**src/rtl/cmos_uploader.sv**
```systemverilog
// cmos_uploader: serves HPS upload reads from the 1024x4 battery-backed CMOS RAM.
// Latency: RD_LAT+2 clocks from ioctl_rd to ioctl_din; out-of-range addresses answer 8'hFF next clock.
// Backpressure: ioctl_wait is high while a CMOS fetch is outstanding; ioctl_rd arriving outside IDLE is ignored.
//
// Ports: clk_sys/reset_n (async active-low); ioctl_upload/index/rd/addr in, ioctl_din/ioctl_wait out
// (hps_io side); cmos_addr/cmos_rd out, cmos_q in (CMOS read port); cmos_we/vblank/autosave_en in,
// upload_req out (autosave, only built with CMOS_UPLOADER_AUTOSAVE_EN defined; otherwise upload_req=0).
module cmos_uploader #(
   parameter int          DEPTH  = 1024,
   parameter int          RD_LAT = 1,
   parameter logic [7:0]  INDEX  = 8'd4
) (
   input  logic        clk_sys,
   input  logic        reset_n,
   input  logic        ioctl_upload,
   input  logic [7:0]  ioctl_index,
   input  logic        ioctl_rd,
   input  logic [24:0] ioctl_addr,
   output logic [7:0]  ioctl_din,
   output logic        ioctl_wait,
   output logic [9:0]  cmos_addr,
   output logic        cmos_rd,
   input  logic [3:0]  cmos_q,
   input  logic        cmos_we,
   input  logic        vblank,
   input  logic        autosave_en,
   output logic        upload_req
);

   typedef enum logic [1:0] {IDLE, FETCH, WAIT, DONE} state_t;

   state_t     state;
   logic [1:0] lat_cnt;

   logic sel;
   logic in_range;
   logic lat_last;

   assign sel      = (ioctl_index == INDEX);
   assign in_range = (ioctl_addr < 25'(DEPTH));
   assign lat_last = (lat_cnt == 2'(RD_LAT - 1));

   // Dropping ioctl_upload aborts from any state; a foreign index freezes the block entirely.
   always_ff @(posedge clk_sys or negedge reset_n) begin
      if (!reset_n) begin
         state      <= IDLE;
         lat_cnt    <= 2'd0;
         ioctl_din  <= 8'h00;
         ioctl_wait <= 1'b0;
         cmos_addr  <= 10'd0;
         cmos_rd    <= 1'b0;
      end else if (!ioctl_upload) begin
         state      <= IDLE;
         ioctl_wait <= 1'b0;
         cmos_rd    <= 1'b0;
      end else if (sel) begin
         case (state)
            IDLE: begin
               if (ioctl_rd) begin
                  if (in_range) begin
                     state      <= FETCH;
                     cmos_rd    <= 1'b1;
                     cmos_addr  <= ioctl_addr[9:0];
                     ioctl_wait <= 1'b1;
                  end else begin
                     // Beyond the RAM the bus floats high.
                     ioctl_din <= 8'hFF;
                  end
               end
            end
            FETCH: begin
               cmos_rd <= 1'b0;
               lat_cnt <= 2'd0;
               state   <= WAIT;
            end
            WAIT: begin
               if (lat_last) begin
                  ioctl_din  <= {4'hF, cmos_q};
                  ioctl_wait <= 1'b0;
                  state      <= DONE;
               end else begin
                  lat_cnt <= lat_cnt + 2'd1;
               end
            end
            DONE:    state <= IDLE;
            default: state <= IDLE;
         endcase
      end
   end

`ifdef CMOS_UPLOADER_AUTOSAVE_EN
   logic dirty;
   logic vblank_d;
   logic upload_d;
   logic served_last;
   logic last_hit;
   logic upload_fall;

   // A fetch of the final nibble completes this cycle.
   assign last_hit    = ioctl_upload && sel && (state == WAIT) && lat_last &&
                        (cmos_addr == 10'(DEPTH - 1));
   assign upload_fall = upload_d && !ioctl_upload;

   always_ff @(posedge clk_sys or negedge reset_n) begin
      if (!reset_n) begin
         dirty       <= 1'b0;
         vblank_d    <= 1'b0;
         upload_d    <= 1'b0;
         served_last <= 1'b0;
         upload_req  <= 1'b0;
      end else begin
         vblank_d    <= vblank;
         upload_d    <= ioctl_upload;
         // Remembered only for the current session; cleared once the session ends.
         served_last <= ioctl_upload && (served_last || last_hit);
         // A write in the same cycle as the clear keeps the RAM marked dirty.
         if (cmos_we)
            dirty <= 1'b1;
         else if (upload_fall && served_last)
            dirty <= 1'b0;
         upload_req <= vblank && !vblank_d && dirty && autosave_en && !ioctl_upload;
      end
   end
`else
   logic unused_autosave;
   assign unused_autosave = &{1'b0, cmos_we, vblank, autosave_en};
   assign upload_req      = 1'b0;
`endif

endmodule
```
**config.mk**
```make
export PLATFORM = sky130hd
export DESIGN_NAME = cmos_uploader
export DESIGN_NICKNAME = d
export VERILOG_FILES = /design/src/rtl/cmos_uploader.sv
export SDC_FILE = /design/constraint.sdc
export NUM_CORES = 1
export LEC_CHECK = 0
export CAP_MARGIN = 25
export CORE_MARGIN = 8
export CORE_UTILIZATION = 45
export DETAILED_ROUTE_END_ITERATION = 10
export DONT_BUFFER_PORTS = 1
export GPL_TIMING_DRIVEN = 0
export PLACE_DENSITY = 0.64
export SLEW_MARGIN = 10
export SYNTH_ARGS = -nofsm -noshare
export SYNTH_HDL_FRONTEND = slang
export SYNTH_SLANG_ARGS = --single-unit
```
**constraint.sdc**
```tcl
create_clock -name clk_sys -period 5.2 [get_ports clk_sys]
set_clock_uncertainty 0.2 [all_clocks]
set_input_delay 1.04 -clock clk_sys [delete_from_list [all_inputs] [get_ports clk_sys]]
set_output_delay 1.04 -clock clk_sys [all_outputs]
set_load 0.05 [all_outputs]
```
==> results of run 1 <==
[stage by stage]
step	power, W	hold WS, ps	worst slack [ps]	utilization [%]	cell area [sq um]
after floorplan	0.0001995	287.8	2382	-	1135
after global placement	0.0002023	308.1	2284	48.20	1172
after detailed placement	0.0002031	316.6	2230	48.20	1172
after CTS	0.0002840	202.1	2560	49.43	1202
after global routing	0.0002945	177.6	2482	49.43	1202
final	0.0002809	211.3	2560	49.43	1202
[routing by layer]
layer	up-vias	track usage, %
met5	-	0
met4	0	2.400
met3	2	4.576
met2	32	17.49
met1	377	11.94
li1	367	-
[flip-flops by register name (all words and copies together) (netlist names)]
signal      count
lat_cnt         2
ioctl_din       5
cmos_addr      10
cmos_rd         1
state           2
ioctl_wait      1
[cell type report]
class | instances | area share, %
sequential | 21 | 43.70
tap | 30 | 3.122
multi-input combinational | 67 | 45.37
buffer | 7 | 3.746
inverter | 5 | 1.561
clock buffer | 3 | 1.873
clock inverter | 1 | 0.6244
[cells by family (layout without fill, tap and decap cells)]
group	after synthesis	count (layout)	share of synthesized area, %
other	1	1	0.3304
adders and majority gates	5	5	5.513
DFF	21	21	46.31
buffers and inverters	12	16	5.624
AOI/OAI and AO/OA	16	16	10.92
and+or+nand+nor	31	31	17.42
muxes	14	14	13.89
[worst reg2reg max path, cell delays in order, from the launching register on]
cell and delay, ps:
dfrtp_1 430, inv_1 100, ha_1 270, nand2b_1 160, o211ai_1 170, a211oi_2 410, mux2_2 390
[worst max-delay path by stage]
stage                        start      endpoint  slack (ps)
floorplan           ioctl_addr[17]  cmos_addr[0]        2380
global placement    ioctl_addr[17]  cmos_addr[9]        2280
detailed placement  ioctl_index[5]  cmos_addr[3]        2230
CTS                 ioctl_index[5]  cmos_addr[3]        2560
global route        ioctl_index[5]  cmos_addr[8]        2480
finish              ioctl_index[5]  cmos_addr[3]        2560
[placed cells by master (no fill, tap or decap), drive strengths merged]
cell,synthesis,final
mux2,14,14
o41ai,1,1
or2,1,1
ha,5,5
nand3,2,2
a2bb2oi,1,1
a221o,1,1
a22o,3,3
inv,5,5
nor2,2,2
nor4b,1,1
a21oi,2,2
or4,3,3
nand4,1,1
nand2,5,5
nor3b,1,1
o211ai,2,2
o2111ai,1,1
clkinvlp,0,1
nand2b,6,6
nand4b,1,1
a211oi,1,1
conb,1,1
buf,5,5
clkbuf,2,5
o32ai,1,1
and2b,1,1
and3,3,3
o21ai,3,3
nor4,2,2
and2,2,2
dfrtp,21,21
[power groups by stage]
| stage | logic (W) | clock network [W] | registers, W |
|---|---|---|---|
| 2_1_floorplan | 0.0000197 | 0 | 0.000180 |
| 3_3_place_gp | 0.0000219 | 0 | 0.000180 |
| 3_5_place_dp | 0.0000224 | 0 | 0.000181 |
| 4_1_cts | 0.0000225 | 0.0000840 | 0.000178 |
| 5_1_grt | 0.0000244 | 0.0000920 | 0.000178 |
| 6_report | 0.0000225 | 0.0000811 | 0.000177 |
==> results.py, run 1 <==
metrics = {
    "pwr": {
        "p_leak_nw": 0.5532,
        "p_per_area_mw_per_mm2": 233.6,
        "p_sw_w": 0.00007739,
        "vdd_ir_drop_max_uv": 107.7,
        "seqPwrFrac_pct": 63.1,
        "internal-power_w": 0.0002035,
        "pwr-share-clk_pct": 28.9,
        "combPwrFrac_pct": 8.0,
        "p_sw_share_pct": 27.55,
    },
    "worst_setup_path": {
        "critical_path_class": "in2reg",
        "timing.rr.start": "state[0]",
        "worst_path_max_delay_cell": "nor4_1",
        "crit_chain": "nor4_1 > and2_1 > nand4_1 > and2b_1 > buf_4 > mux2_1",
        "r2r-end": "ioctl_din[2]",
        "cp_max_fo": 10,
        "worst_ep_required_time_ps": 5200,
        "r2r.worst_path.cells": 6,
        "startpoint_type": "input pin",
        "crit_arrival_ps": 2640,
        "crit_path_end_kind": "register",
        "crit_family": "simple AND/OR/NAND/NOR gates",
        "rrSetupSlack_ps": 2980,
        "slowest_delay_ps": 490,
        "cp.depth": 6,
        "worst-path-buf-inv": 1,
    },
    "route": {
        "met3_length_um": 256,
        "antenna_left": 0,
        "drcViolationCount": 0,
        "dr.pass1.iters": 4,
        "drtIter0Drc": 30,
        "vias": 778,
        "wl_per_cell_um": 18.29,
        "top_layer_used": "met4",
        "wl_met1_um": 932,
        "met2WireLength_um": 1254,
        "via_per_inst": 5.806,
        "wirelength_um": 2451,
    },
    "place": {
        "numPortBuffers": 0,
        "dpl.cell_count": 130,
        "gp_congestion": 0.7994,
        "place_hpwl_um": 2020,
    },
    "synthesis": {
        "syn_inst": 100,
        "yosysMostFrequentCell": "dfrtp_1",
        "synth.avg_cell_area_sq_um": 11.35,
        "synthFlopType": "dfrtp_1",
        "synth_edf_count": 0,
        "synth_top_area_share_pct": 46.31,
        "ys_warn_count": 0,
        "synthTopCellsByArea": "dfrtp_1 (46%), mux2_1 (11%), ha_1 (5.5%), buf_4 (3.3%), nand2b_1 (3.3%)",
        "synthArstFlopShare_pct": 100.0,
        "syn_area_sq_mm": 0.001135,
        "synthTopCellsByCount": "dfrtp_1 (21), mux2_1 (11), nand2b_1 (6)",
        "yosysTopAreaCell": "dfrtp_1",
        "synth_cell_types": 33,
        "synth-seq-cells": 21,
        "ys_seq_area_share_pct": 46.31,
        "syn_nets": 149,
    },
    "clocking": {
        "cts_made_buffers": 3,
        "clk_latency_ps": 300,
        "clkTransAtPathRegs_ps": 130,
        "clockRootBuffer": "clkbuf_4",
        "hold_buffers": 0,
        "cts_tree": "built",
        "clockBufferDepth": 2,
        "htreeDepth": 1,
        "cts_resized": 0,
        "clkSinkCount": 21,
        "post_cts_buffers": 0,
    },
    "sta": {
        "fin_crit_ps": 2640,
        "slew_headroom_pct": 60.52,
        "rsz0062_at_grt": "false",
        "finalSetupTns_ps": 0,
        "hold_viol_final": 0,
        "final_max_slew_viol_count": 0,
        "tightest_slew_ps": 592.2,
        "max_freq_mhz": 378.7,
        "period_share_pct": 50.78,
        "finalSetupViolations": 0,
    },
    "final_layout": {
        "stdcell_count": 134,
        "register_area_sq_um": 525.5,
        "multiInputGateArea_sq_um": 545.5,
        "drive_gt1_share_pct": 15.38,
        "nets": 154,
        "nFillCells": 226,
        "synthToLayoutAreaGrowth_pct": 5.953,
        "antenna_cells": 0,
    },
    "status": {
        "status": "finished, final reports clean",
    },
    "run": {
        "maxCapViolations": 0,
    },
    "global_routing": {
        "grt_max_degree": 22,
        "antenna_found_initial": 0,
        "grt_pass1_wl_um": 3650,
        "grt_overflow": 0,
        "grt_pass1_vias": 770,
        "grt.total_usage_pct": 10.45,
    },
    "floorplanning": {
        "die_area_sq_mm": 0.004385,
        "die_w_um": 66.22,
        "core_area_sq_mm": 0.002432,
        "die_h_um": 66.22,
        "placementRows": 18,
        "start_util_pct": 46.66,
        "ios": 65,
    },
    "hold_path": {
        "min-delay-path-class": "in2async",
    },
}
No activity file was read; power rests on OpenSTA's default activity.
==> run 2, diff against run 1 <==
--- a/config.mk
+++ b/config.mk
@@ -5,6 +5,7 @@
 export SDC_FILE = /design/constraint.sdc
 export NUM_CORES = 1
 export LEC_CHECK = 0
+export ABC_AREA = 1
 export CAP_MARGIN = 25
 export CORE_MARGIN = 8
 export CORE_UTILIZATION = 45
==> constraint.sdc (replaced) <==
create_clock -name clk_sys -period 2.7 [get_ports clk_sys]
set_clock_uncertainty 0.2 [all_clocks]
set_input_delay 0.54 -clock clk_sys [delete_from_list [all_inputs] [get_ports clk_sys]]
set_output_delay 0.54 -clock clk_sys [all_outputs]
set_load 0.05 [all_outputs]
==> run 2 against run 1 <==
Net effect: worst setup slack worse by 1900 ps; combinational power rose to 11 times the previous value; critical path depth fell by 5; sequential share of layout area shrank 5.2 points; worst hold slack worse by 42 ps; design area up 14%; count of clock-buffer cells in the layout rose by 1; sequential cell count stayed put; critical endpoint is now ioctl_din[5]; largest power group unchanged; highest routed layer unchanged.
==> results.py, run 2 <==
metrics = {
    "status": {
        "status": "finished, final reports clean",
    },
    "sta": {
        "rsz0062_at_grt": "false",
        "finalSetupTns_ps": 0,
        "final_max_slew_viol_count": 0,
        "hold_viol_final": 0,
        "tightest_slew_ps": 548.0,
        "max_freq_mhz": 489.1,
        "period_share_pct": 75.73,
        "slew_headroom_pct": 63.47,
        "finalSetupViolations": 0,
        "fin_crit_ps": 2045,
    },
    "worst_setup_path": {
        "crit_family": "flip-flops",
        "crit_arrival_ps": 1300,
        "rrSetupSlack_ps": 870,
        "timing.rr.start": "state[0]",
        "critical_path_class": "reg2out",
        "slowest_delay_ps": 700,
        "crit_path_end_kind": "primary output",
        "worst_path_max_delay_cell": "dfrtp_1",
        "crit_chain": "buf_4",
        "r2r-end": "ioctl_din[1]",
        "worst-path-buf-inv": 1,
        "startpoint_type": "register",
        "worst_ep_required_time_ps": 1960,
        "cp_max_fo": 5,
        "r2r.worst_path.cells": 9,
    },
    "synthesis": {
        "syn_nets": 226,
        "yosysMostFrequentCell": "nand2_1",
        "syn_inst": 177,
        "synth_top_area_share_pct": 41.58,
        "yosysTopAreaCell": "dfrtp_1",
        "ys_seq_area_share_pct": 41.58,
        "synth_cell_types": 19,
        "ys_warn_count": 0,
        "synthFlopType": "dfrtp_1",
        "synthTopCellsByArea": "dfrtp_1 (42%), nand2_1 (17%), inv_1 (8.9%), nand3_1 (7.9%), nor2_1 (5.6%)",
        "synth.avg_cell_area_sq_um": 7.140,
        "synth_edf_count": 0,
        "synthArstFlopShare_pct": 100.0,
        "syn_area_sq_mm": 0.001264,
        "synthTopCellsByCount": "nand2_1 (58), inv_1 (30), dfrtp_1 (21)",
        "synth-seq-cells": 21,
    },
    "final_layout": {
        "stdcell_area_sq_mm": 0.001366,
        "largest-register": "cmos_addr",
        "largest_reg_flops": 10,
        "final_common_cell": "nand2_1",
        "drive_gt1_share_pct": 10.93,
        "final_cell_mix": "nand2_1 (58), inv_1 (30), dfrtp_1 (21), nand3_1 (20), nor2_1 (19)",
        "reg.largest.list": "cmos_addr: 10 flops, ioctl_din: 5 flops",
        "nets": 233,
        "synthToLayoutAreaGrowth_pct": 8.119,
        "antenna_cells": 0,
    },
    "hold_path": {
        "hold_depth": 2,
        "hold-path-endpoint": "cmos_addr[1]",
        "hold_path_startpoint": "ioctl_addr[1]",
        "min-delay-path-class": "in2reg",
    },
    "pwr": {
        "pwr-share-clk_pct": 18.5,
        "seqPwrFrac_pct": 51.1,
        "p_leak_nw": 0.7725,
        "p_per_area_mw_per_mm2": 588.0,
        "p_sw_share_pct": 39.65,
        "combPwrFrac_pct": 30.3,
        "internal-power_w": 0.0004848,
        "p_sw_w": 0.0003186,
        "vdd_ir_drop_max_uv": 351.2,
    },
    "floorplanning": {
        "placementRows": 19,
        "die_w_um": 68.99,
        "core_area_sq_mm": 0.002710,
        "start_util_pct": 46.63,
        "ios": 65,
        "die_area_sq_mm": 0.004760,
        "die_h_um": 68.99,
    },
    "clocking": {
        "clkTransAtPathRegs_ps": 110,
        "cts_made_buffers": 3,
        "cts_resized": 0,
        "clockBufferDepth": 2,
        "cts_tree": "built",
        "htreeDepth": 1,
        "clkSinkCount": 21,
        "clk_latency_ps": 300,
        "post_cts_buffers": 0,
        "clockRootBuffer": "clkbuf_4",
    },
    "global_routing": {
        "grt.total_usage_pct": 12.41,
        "grt_pass1_vias": 1114,
        "grt_max_degree": 22,
        "grt_overflow": 0,
        "grt_pass1_wl_um": 4554,
        "antenna_found_initial": 0,
    },
    "route": {
        "vias": 1065,
        "antenna_left": 0,
        "via_per_inst": 4.977,
        "drcViolationCount": 0,
        "wirelength_um": 2838,
        "dr.pass1.iters": 4,
        "wl_per_cell_um": 13.26,
        "drtIter0Drc": 58,
    },
    "place": {
        "gp_congestion": 0.7521,
        "place_area_sq_mm": 0.001303,
        "numPortBuffers": 0,
        "place_hpwl_um": 2325,
    },
    "run": {
        "maxCapViolations": 0,
    },
}
[run 2: cell count changes after synthesis, moves of 5 or more]
| cell | before | now |
|---|---|---|
| nor2_2 | 0 | 5 |
| nand2b_1 | 6 | 0 |
| nand3_1 | 2 | 20 |
| nand2_1 | 5 | 58 |
| nor2_1 | 2 | 19 |
| inv_1 | 5 | 30 |
| mux2_1 | 11 | 0 |
[run 2: final cells by class]
| class | instances | area, sq um |
|---|---|---|
| fill | 265 | 1344 |
| tap | 31 | 38.79 |
| sequential | 21 | 525.5 |
| timing repair buffer | 2 | 37.54 |
| buffer | 6 | 56.30 |
| inverter | 31 | 116.4 |
| multi-input combinational | 119 | 565.5 |
| clock buffer | 4 | 26.28 |
[run 2: repair_timing]
item                       4_1_cts  5_1_grt
setup endpoints to repair        0        0
hold endpoints to repair        21        0
hold buffers                     1        0
[run 2: logic make-up (layout without fill, tap and decap cells)]
kind of cell	after synthesis	in the layout	synth area share (%)
and+or+nand+nor	109	109	37.72
buffers and inverters	37	43	13.66
DFF	21	21	41.58
adders and majority gates	5	5	4.950
AOI/OAI and AO/OA	4	4	1.782
other	1	1	0.2967
[run 2: worst max-delay path by stage]
stage                 startpoint           end  slack (ps)  cells past startpoint
floorplan           ioctl_din[6]  ioctl_din[5]        1020                      1
global placement        state[0]  ioctl_din[1]         950                      9
detailed placement      state[0]  ioctl_din[2]         890                      9
CTS                 ioctl_din[6]  ioctl_din[5]         630                      1
global route        ioctl_din[6]  ioctl_din[5]         580                      1
finish              ioctl_din[6]  ioctl_din[5]         660                      1
[run 2: power by group through the flow]
stage	combinational [W]	clock, W	sequential (W)
floorplan	0.000191	0	0.000410
global placement	0.000219	0	0.000417
detailed placement	0.000232	0	0.000418
CTS	0.000241	0.000158	0.000412
global route	0.000285	0.000173	0.000414
finish	0.000244	0.000149	0.000411
[run 2: layer usage]
metal / routed length (um) / global-route usage (%) / vias up
met3: 255 / 5.170 / 4
met4: 36 / 3.509 / 0
met1: 1022 / 12.13 / 486
li1: - / - / 544
met2: 1523 / 23.25 / 31
met5: 0 / 0 / -
[run 2: through the flow]
step | utilization [%] | cells | setup WS (ps) | power, W | hold WS, ps
floorplan | - | 177 | 1020 | 0.0006016 | 44.41
global placement | 48.06 | 208 | 952.2 | 0.0006360 | 45.02
detailed placement | 48.06 | 208 | 893.6 | 0.0006499 | 45.04
CTS | 49.40 | 213 | 630.1 | 0.0008103 | 157.0
global route | 50.42 | 214 | 584.5 | 0.0008721 | 139.2
finish | 50.42 | 214 | 655.3 | 0.0008034 | 169.8
==> run 3, diff against run 2 <==
--- a/config.mk
+++ b/config.mk
@@ -5,7 +5,7 @@
 export SDC_FILE = /design/constraint.sdc
 export NUM_CORES = 1
 export LEC_CHECK = 0
-export ABC_AREA = 1
+export ABC_AREA = 0
 export CAP_MARGIN = 25
 export CORE_MARGIN = 8
 export CORE_UTILIZATION = 45
==> constraint.sdc (replaced) <==
create_clock -name clk_sys -period 2.04 [get_ports clk_sys]
set_clock_uncertainty 0.2 [all_clocks]
set_input_delay 0.408 -clock clk_sys [delete_from_list [all_inputs] [get_ports clk_sys]]
set_output_delay 0.408 -clock clk_sys [all_outputs]
set_load 0.05 [all_outputs]
==> run 3 against run 2 <==
Net effect: worst hold slack worse by 120 ps; utilization is 2.7 points higher; via count is 24% lower; cell count is 33% lower; design area is 5.5% lower; die area is 7.9% lower; register-to-register slack worse by 820 ps; sequential power is 9.7% higher; critical path depth is 6 higher; worst setup slack worse by 610 ps; largest power group unchanged.
==> results.py, run 3 (synthesis results as in run 1) <==
metrics = {
    "status": {
        "status": "finished, final reports clean",
    },
    "sta": {
        "whs_ps": 47.58,
        "fin_crit_ps": 1992,
        "period_share_pct": 97.65,
        "hold_viol_final": 0,
        "fin_ws_ps": 48.03,
        "finalSetupViolations": 0,
        "tightest_slew_ps": 558.5,
        "slew_headroom_pct": 62.77,
        "final_max_slew_viol_count": 0,
        "max_freq_mhz": 502.0,
        "rsz0062_at_grt": "true",
    },
    "floorplanning": {
        "placementRows": 18,
        "ios": 65,
        "core_area_sq_mm": 0.002432,
        "start_util_pct": 46.66,
        "die_w_um": 66.22,
        "die_h_um": 66.22,
        "die_area_sq_mm": 0.004385,
    },
    "place": {
        "place_ws_ps": -282.5,
        "place_area_sq_mm": 0.001180,
        "place_hpwl_um": 2061,
        "numPortBuffers": 0,
        "gp_congestion": 0.8117,
    },
    "worst_setup_path": {
        "worst_ep_required_time_ps": 2020,
        "startpoint_type": "register",
        "cpMostUsedCell": "buf_4",
        "crit_chain": "buf_4 > ha_1 > nand2b_1 > o211ai_1 > a211oi_2 > buf_4 > mux2_2",
        "crit_family": "flip-flops",
        "slowest_delay_ps": 390,
        "worst_path_max_delay_cell": "dfrtp_1",
        "cp_max_fo": 5,
        "worst-path-buf-inv": 2,
        "critical_path_class": "reg2reg",
        "crit_path_end_kind": "register",
        "crit_arrival_ps": 1980,
    },
    "route": {
        "vias": 812,
        "antenna_left": 0,
        "met2WireLength_um": 1006,
        "wirelength_um": 2429,
        "drtIter0Drc": 20,
        "drcViolationCount": 0,
        "via_per_inst": 5.678,
        "wl_per_cell_um": 16.99,
        "met3_length_um": 326,
        "top_layer_used": "met4",
        "dr.pass1.iters": 4,
        "wl_met1_um": 1060,
    },
    "final_layout": {
        "reg.largest.list": "cmos_addr: 10 flops, ioctl_din: 5 flops",
        "nFillCells": 228,
        "final_common_cell": "dfrtp_1",
        "stdcell_area_sq_mm": 0.001291,
        "nets": 163,
        "antenna_cells": 0,
        "fin_util_pct": 53.09,
        "synthToLayoutAreaGrowth_pct": 13.78,
        "drive_gt1_share_pct": 23.89,
        "largest-register": "cmos_addr",
        "final_cell_mix": "dfrtp_1 (21), mux2_1 (11), buf_4 (11), nand2b_1 (6)",
        "largest_reg_flops": 10,
    },
    "global_routing": {
        "grt_pass1_vias": 899,
        "antenna_found_initial": 0,
        "grt_overflow": 0,
        "grt_pass1_wl_um": 3995,
        "grt_max_degree": 22,
        "grt.total_usage_pct": 11.39,
    },
    "clocking": {
        "clkTransAtPathRegs_ps": 110,
        "clk_latency_ps": 290,
        "clockBufferDepth": 2,
        "htreeDepth": 1,
        "cts_tree": "built",
        "clockRootBuffer": "clkbuf_4",
        "clkSinkCount": 21,
        "cts_made_buffers": 3,
    },
    "pwr": {
        "vdd_ir_drop_max_uv": 332.0,
        "p_per_area_mw_per_mm2": 552.1,
        "p_leak_nw": 0.6027,
    },
    "run": {
        "maxCapViolations": 0,
    },
    "hold_path": {
        "min-delay-path-class": "in2reg",
    },
}
-- run 3: cell types whose count changed in the layout (fill, tap and decap cells not counted), sizes merged, moves of 3 or more --
cell | before | now
nand2 | 59 | 5
a22o | 0 | 3
nor2 | 25 | 2
buf | 7 | 13
inv | 31 | 5
and3 | 0 | 3
or4 | 0 | 3
nand2b | 0 | 6
mux2 | 0 | 14
nand3 | 22 | 2
-- run 3: worst paths after layout --
check,startpoint,end,slack (ps),cells past startpoint
worst max-delay path,state[1],ioctl_din[3],50,7
worst min-delay path,ioctl_addr[0],cmos_addr[0],50,1
worst max register to register,state[1],ioctl_din[3],50,7
worst min register to register,lat_cnt[1],lat_cnt[1],340,1
max in group asynchronous,reset_n,cmos_addr[1],840,2
min in group asynchronous,reset_n,cmos_rd,330,1
-- run 3: where the power goes --
part           total [W]  internal [W]  switching [W]
clock network   0.000185     0.0000758       0.000109
registers       0.000451      0.000423      0.0000283
logic          0.0000765     0.0000308      0.0000457
-- run 3: timing repair --
action | CTS | global route
hold buffers | 1 | 0
endpoints found under the setup margin | 4 | 15
hold endpoints to repair | 21 | 0
gates resized for setup | 0 | 3
pin swaps | 1 | 0
buffers inserted | 4 | 3
-- run 3: metrics by stage --
| stage | TNS [ps] | cells | total power (W) |
|---|---|---|---|
| 3_3_place_gp | -2649 | 130 | 0.0005164 |
| 3_5_place_dp | -3614 | 130 | 0.0005179 |
| 2_1_floorplan | -1157 | 100 | 0.0005090 |
| 4_1_cts | 0 | 139 | 0.0007169 |
| 6_report | 0 | 143 | 0.0007129 |
| 5_1_grt | -371.8 | 143 | 0.0007512 |
-- run 3: worst reg2reg max path: cells and delay by family, from the launching register on --
family | cells | cell delay [ps]
multiplexers | 1 | 330
buffers and inverters | 2 | 300
AND/OR/NAND/NOR | 1 | 120
flip-flops | 1 | 390
adder cells (fa/ha/maj) | 1 | 200
AO/OA/AOI/OAI | 2 | 350
-- run 3: final cells by class --
class	instances	area [sq um]	share of cell area, %
Multi-Input combinational cell	67	560.5	43.41
Sequential cell	21	525.5	40.70
Timing Repair Buffer	9	73.82	5.717
Buffer	7	48.80	3.779
Tap cell	30	37.54	2.907
Clock buffer	4	26.28	2.035
Inverter	5	18.77	1.453
-- run 3: routing by layer --
layer | vias up | track usage, %
met5 | - | 0
met4 | 0 | 4.800
met3 | 2 | 4.915
met2 | 52 | 16.65
met1 | 375 | 14.26
li1 | 383 | -
